<file path="config.mk">
export PLATFORM = sky130hd
export DESIGN_NAME = result_drain
export DESIGN_NICKNAME = d
export VERILOG_FILES = /design/src/rtl/result_drain_pkg.sv /design/src/rtl/result_drain_relu.sv /design/src/rtl/result_drain.sv
export SDC_FILE = /design/constraint.sdc
export NUM_CORES = 1
export LEC_CHECK = 0
export BUFFER_PORTS_ARGS = -buffer_cell sky130_fd_sc_hd__buf_2
export CORE_UTILIZATION = 40
export DETAILED_ROUTE_END_ITERATION = 10
export HOLD_SLACK_MARGIN = 0.02
export PLACE_DENSITY_LB_ADDON = 0.15
export SLEW_MARGIN = 20
export SYNTH_ARGS = -nofsm -noshare
export SYNTH_HDL_FRONTEND = slang
export SYNTH_SLANG_ARGS = --single-unit
</file>
<file path="constraint.sdc">
create_clock -name clk -period 1.9 [get_ports clk]
set_input_delay 0.095 -clock clk [delete_from_list [all_inputs] [get_ports clk]]
set_output_delay 0.095 -clock clk [all_outputs]
set_load 0.03 [all_outputs]
</file>
<file path="src/rtl/result_drain_pkg.sv">
// Shared defaults and FSM state encoding for the result-memory drain engine.
package result_drain_pkg;
  localparam int DEF_DATA_W = 16;
  localparam int DEF_ROWS   = 5;
  localparam int DEF_COLS   = 5;
  localparam int DEF_ADDR_W = 5;

  typedef logic [2:0] state_t;

  localparam state_t ST_IDLE    = 3'd0;
  localparam state_t ST_FETCH   = 3'd1;
  localparam state_t ST_CAPTURE = 3'd2;
  localparam state_t ST_HOLD    = 3'd3;
  localparam state_t ST_FINISH  = 3'd4;
endpackage

</file>
<file path="src/rtl/result_drain_relu.sv">
// Combinational ReLU: negative two's-complement values clamp to zero when enabled.
// Only compiled when RESULT_DRAIN_RELU_EN is defined.
`ifdef RESULT_DRAIN_RELU_EN
module drain_relu
  import result_drain_pkg::*;
#(
  parameter int DATA_W = DEF_DATA_W
) (
  input  logic [DATA_W-1:0] i_data,
  input  logic              i_en,
  output logic [DATA_W-1:0] o_data
);
  assign o_data = (i_en && i_data[DATA_W-1]) ? '0 : i_data;
endmodule
`endif

</file>
<file path="src/rtl/result_drain.sv">
// Drains a ROWS x COLS result memory as a valid/ready stream, one element per 3 cycles.
// Optional ReLU on the drained data when built with RESULT_DRAIN_RELU_EN.
module result_drain
  import result_drain_pkg::*;
#(
  parameter int DATA_W = DEF_DATA_W,
  parameter int ROWS   = DEF_ROWS,
  parameter int COLS   = DEF_COLS,
  parameter int ADDR_W = DEF_ADDR_W
) (
  input  logic              clk,
  input  logic              reset_n,
  input  logic              start,
  input  logic              relu_en,
  output logic              rd_en,
  output logic [ADDR_W-1:0] rd_addr,
  input  logic [DATA_W-1:0] rd_data,
  output logic [DATA_W-1:0] out_data,
  output logic              out_valid,
  input  logic              out_ready,
  output logic [2:0]        out_row,
  output logic [2:0]        out_col,
  output logic              out_last,
  output logic              busy,
  output logic              drain_done
);
  localparam logic [ADDR_W-1:0] LP_IDX_LAST = ADDR_W'(ROWS * COLS - 1);
  localparam logic [2:0]        LP_COL_LAST = 3'(COLS - 1);

  state_t            r_state;
  state_t            w_state_next;
  logic [ADDR_W-1:0] r_index;
  logic [2:0]        r_row;
  logic [2:0]        r_col;
  logic [DATA_W-1:0] r_data;
  logic [DATA_W-1:0] w_capture_data;
  logic              w_last;

  assign w_last = (r_index == LP_IDX_LAST);

`ifdef RESULT_DRAIN_RELU_EN
  logic r_relu;

  // ReLU mode is frozen for the whole drain at the accepted start.
  always_ff @(posedge clk or negedge reset_n) begin
    if (!reset_n) begin
      r_relu <= 1'b0;
    end else if (r_state == ST_IDLE && start) begin
      r_relu <= relu_en;
    end
  end

  drain_relu #(
    .DATA_W (DATA_W)
  ) u_relu (
    .i_data (rd_data),
    .i_en   (r_relu),
    .o_data (w_capture_data)
  );
`else
  logic w_unused_relu_en;
  assign w_unused_relu_en = relu_en;
  assign w_capture_data   = rd_data;
`endif

  always_comb begin
    w_state_next = r_state;
    case (r_state)
      ST_IDLE:    if (start) w_state_next = ST_FETCH;
      ST_FETCH:   w_state_next = ST_CAPTURE;
      ST_CAPTURE: w_state_next = ST_HOLD;
      ST_HOLD:    if (out_ready) w_state_next = w_last ? ST_FINISH : ST_FETCH;
      ST_FINISH:  w_state_next = ST_IDLE;
      default:    w_state_next = ST_IDLE;
    endcase
  end

  always_ff @(posedge clk or negedge reset_n) begin
    if (!reset_n) begin
      r_state <= ST_IDLE;
      r_index <= '0;
      r_row   <= '0;
      r_col   <= '0;
      r_data  <= '0;
    end else begin
      r_state <= w_state_next;
      case (r_state)
        ST_IDLE: begin
          if (start) begin
            r_index <= '0;
            r_row   <= '0;
            r_col   <= '0;
          end
        end
        ST_CAPTURE: r_data <= w_capture_data;
        ST_HOLD: begin
          // Counters only advance on a non-final handshake, so they saturate at the last element.
          if (out_ready && !w_last) begin
            r_index <= r_index + 1'b1;
            if (r_col == LP_COL_LAST) begin
              r_col <= '0;
              r_row <= r_row + 1'b1;
            end else begin
              r_col <= r_col + 1'b1;
            end
          end
        end
        default: ;
      endcase
    end
  end

  assign rd_en      = (r_state == ST_FETCH);
  assign rd_addr    = (r_state == ST_FETCH) ? r_index : '0;
  assign out_data   = r_data;
  assign out_valid  = (r_state == ST_HOLD);
  assign out_row    = r_row;
  assign out_col    = r_col;
  assign out_last   = (r_state == ST_HOLD) && w_last;
  assign busy       = (r_state != ST_IDLE);
  assign drain_done = (r_state == ST_FINISH);
endmodule

</file>
# == After elaboration in Yosys (flattened, before gate mapping) ==
# Cells that the tools add are included.
# Widths: inputs -> output; s select.
# totals
output_inout_bits,32
input_bits,21
reg_bits,30
elab_cells,42
# classes
mux,15
reduce_logical,9
eq_ne,10
addsub,3
# op_table
cell,n
$mux 3,8
$mux 5,3
$pmux 3 s2,2
$pmux 3 s4,1
$pmux 5 s2,1
$add 3x1->3 const B,2
$eq 3x2->1 const B,2
$eq 3x3->1 const B,2
$ne 2x1->1 const B,3
$add 5x1->5 const B,1
$eq 5x5->1 const B,1
$reduce_and 4->1,1
$eq 3x1->1 const B,1
$logic_not 3->1,1
$reduce_and 3->1,1
$reduce_bool 3->1,1
$logic_and 1x1->1,2
$ne 2x2->1 const B,1
$reduce_and 2->1,1
$reduce_bool 2->1,1
$logic_not 1->1,1

# == Logic depth before layout (Yosys ltp) ==
# logic_depth
depth_word,5
mapped_depth,6
ltp_nobuf,5

# == Worst setup path before layout ==
# Ideal clock, no wire load.
# synth_path
kind,register to output
start,register r_state[1]
end,output port rd_addr[0]
setup_slack_ns,-0.012
required_ns,1.805
arrival_time_ns,1.817
n_path_buf,1
stages_incl_launch_ff,4
path_cell_list,dfrtp_1 buf_6 nor3b_1 and2_1
# synth_via
elab_chain_cells,2
# synth_lines
item,line_no,rtl
from (decl),result_drain.sv:30,state_t r_state;
from (signal assigned),result_drain.sv:86,r_state <= w_state_next;
$eq 3x1->1,-,
via rd_en,result_drain.sv:15,"output logic rd_en,"
$mux 5,result_drain.sv:114,assign rd_addr = (r_state == ST_FETCH) ? r_index : '0;
to (decl),result_drain.sv:16,"output logic [ADDR_W-1:0] rd_addr,"
# The timed path passes the listed nets, and every way through them passes these cells.

# == Worst setup path after layout ==
# layout_path
start,register r_index[0]
end,register r_row[2] (netlist: out_row[2])
# layout_via
elab_chain_cells,5
# layout_lines
item,line_no,rtl
from (decl),result_drain.sv:32,logic [ADDR_W-1:0] r_index;
from (signal assigned),result_drain.sv:99,r_index <= r_index + 1'b1;
$eq 5x5->1,result_drain.sv:39,assign w_last = (r_index == LP_IDX_LAST);
$logic_not 1->1,result_drain.sv:98,if (out_ready && !w_last) begin
$logic_and 1x1->1,result_drain.sv:98,
$ne 2x1->1 (no line),-,
$reduce_and 4->1 (no line),-,
to (signal assigned),result_drain.sv:102,r_row <= r_row + 1'b1;
to (decl),result_drain.sv:33,logic [2:0] r_row;
# No other way between the ends.
# A chain may end at the register's enable or synchronous reset.

==> flow_summary.ini <==
[run_status]
status = completed

[synth]
syn_area_per_cell_sq_um = 12.2
yosysUniqueCellTypes = 36
syn-num-nets = 148
synth-seq-area-share_pct = 50.6
ys_ff_latch = 30
async_reset_ff_share_pct = 100
synth_edf_count = 0
yosys-top-cells-area = dfrtp_1, mux2_2, ha_1
synth_cells = 122
synth_top_area_share_pct = 50.6
yosysWarnings = 0
syn-cell-area_sq_mm = 0.00148
yosysTopAreaCell = dfrtp_1
synth_flop_cell = dfrtp_1

[cells_and_area]
layout.nets = 204
mostFrequentLayoutCell = buf_2
n_antenna_cell = 0
seq_area_sq_um = 751
drive_gt1_share_pct = 48.6
fillers = 315
areaGrowthSynthToFinish_pct = 29.8
multi_input_area_sq_um = 644
final_cell_mix = buf_2, dfrtp_1, mux2_2

[critical_path]
crit_arrival_ns = 1.94
cp_slowest_stage_delay_ns = 0.53
worstSetupStartpointType = flop
crit_type = reg2reg
critPathRequiredTime_ns = 2.10
path_buf_inv = 1
slowest_stage = or4_1
endpoint_kind = flop
path_max_fanout = 7
worstPathCellList = inv_1, ha_1, and4b_1, or4_1, o211ai_1
critical_path.top_delay_family = simple AND/OR/NAND/NOR gates

[timing]
fin_ws_ns = 0.161
max_freq_ghz = 0.575
finalHoldViolCount = 0
period_share_pct = 91.5
relSlewSlack_pct = 56.3
setup_violations = 0
tns_ns = 0
worst_slew_pin_slew_ns = 0.655
slew_violations = 0
fin_crit_ns = 1.74
rsz0062_at_grt = false
fin_skew_ns = 0.00310

[clock_network]
cts.sinks = 30
htree_num_levels = 2
worstSkewPairLatency_ns = 0.28
tritoncts = built
root_buffer = clkbuf_8
clock_path_buffers = 2
cts_resized = 0
cts_buffers = 5
hold_buffers = 1
clkTransAtPathRegs_ns = 0.07
cts_setup_buffers = 0

[routing]
avgViaCountPerCell = 5.08
highest_layer = met4
drc = 0
drt-total-wl_microns = 2870
drt-met1-wl_microns = 1290
wl_met2_microns = 1400
dr.pass1.iters = 4
drt_first_iter_violations = 55
wl_met3_microns = 146
num_vias = 1144
wl_per_cell_microns = 12.8
antenna_left = 0

[global_route]
overflow = 0
antenna_found_initial = 0
grt_pass1_wl_microns = 4950
grt_pass1_vias = 1064
gr-usage-all-layers_pct = 16.2
grt_max_degree = 31

[floorplan]
die_x_microns = 62.9
num_rows = 21
io_pins = 53
core_sq_mm = 0.00344
fp.dieH_microns = 62.9
start_util_pct = 43.1
die_area_sq_mm = 0.00395

[power_and_ir_drop]
powerDensity_mw_per_mm2 = 1950
pwr-share-seq_pct = 30.4
clock_power_share_pct = 21.3
max-vdd-ir-drop_mv = 0.766
fin_total_pwr_w = 0.00375
leakage_nw = 0.955
swShare_pct = 41.0
p_comb_share_pct = 48.3
power.internal_w = 0.00221
power.switching_w = 0.00154

[run]
maxCapViolCount = 0

[placed_design]
dp_hpwl_microns = 2140
gp_congestion = 0.772
place_worst_setup_slack_ns = 0.187
numPortBuffers = 51

[min_path]
min_path_type = in2reg
-- stage by stage --
step	hold slack, ns	util, %	std cells	instance area (sq um)
finish	0.0360	55.9	225	1920
global route	0.0361	55.9	225	1920
CTS	0.0295	55.9	225	1920
detailed placement	0.171	51.5	216	1770
global placement	0.166	51.5	216	1770
floorplan	-0.201	-	122	1490
-- cell families (layout without fill, tap and decap cells) --
| logic type | after synthesis | count (layout) | synth area share, % |
|---|---|---|---|
| fa+ha+maj | 5 | 5 | 4.22 |
| flops | 30 | 30 | 50.6 |
| mux | 19 | 19 | 14.5 |
| simple gates | 31 | 31 | 13.0 |
| buf+inv | 16 | 73 | 6.24 |
| compound gates | 21 | 21 | 11.4 |
-- flip-flops by register name (all words and copies together), names as in the netlist --
register  flops
out_col       3
out_data     16
out_row       3
r_index       5
r_state       3
-- Yosys cell counts, types with 2 or more instances --
master,n
nand4b_1,2
a22o_2,3
nor2_1,4
a21oi_1,2
dfrtp_1,30
buf_6,4
a31oi_1,2
o21ai_0,2
nand3_1,2
ha_1,5
nand2_1,5
nor3b_1,2
a22o_1,3
a21o_1,2
inv_1,9
mux2_2,16
and2_1,5
o211ai_1,3
nor3_1,3
mux2i_1,2
-- final cells by class --
type	count	share of cell area [%]
Sequential cell	30	39.0
Multi-Input combinational cell	76	33.5
Timing Repair Buffer	56	15.3
Clock buffer	6	4.29
Clock inverter	2	3.12
Tap cell	46	2.99
Inverter	9	1.76
-- worst register-to-register path, cell delays in order, from the launching register on --
cell and delay, ns:
dfrtp_1 0.42, inv_1 0.06, ha_1 0.20, and4b_1 0.27, or4_1 0.53, o211ai_1 0.17
-- per-layer routing --
| layer | GRT usage, % | vias up |
|---|---|---|
| met5 | 0 | - |
| met4 | 6.98 | 0 |
| met3 | 4.01 | 5 |
| met2 | 25.5 | 33 |
| met1 | 20.8 | 559 |
| li1 | - | 547 |
-- power by group through the flow --
stage	clock network (W)	logic [W]	registers (W)
6_report	0.000800	0.00181	0.00114
5_1_grt	0.000854	0.00196	0.00119
4_1_cts	0.000815	0.00184	0.00114
3_5_place_dp	0	0.00183	0.00115
3_3_place_gp	0	0.00180	0.00113
2_1_floorplan	0	0.000931	0.00159
-- final timing paths --
kind	to	slack (ns)	cells after the start	start
setup / recovery	out_row[2]	0.16	5	r_index[0]
hold / removal	r_state[1]	0.04	2	out_ready
setup reg to reg	out_row[2]	0.16	5	r_index[0]
hold reg to reg	out_data[9]	0.50	1	out_data[9]
max in group asynchronous	out_data[7]	1.09	2	reset_n
min in group asynchronous	r_state[1]	0.38	2	reset_n
Power figures use the tool's default switching activity.
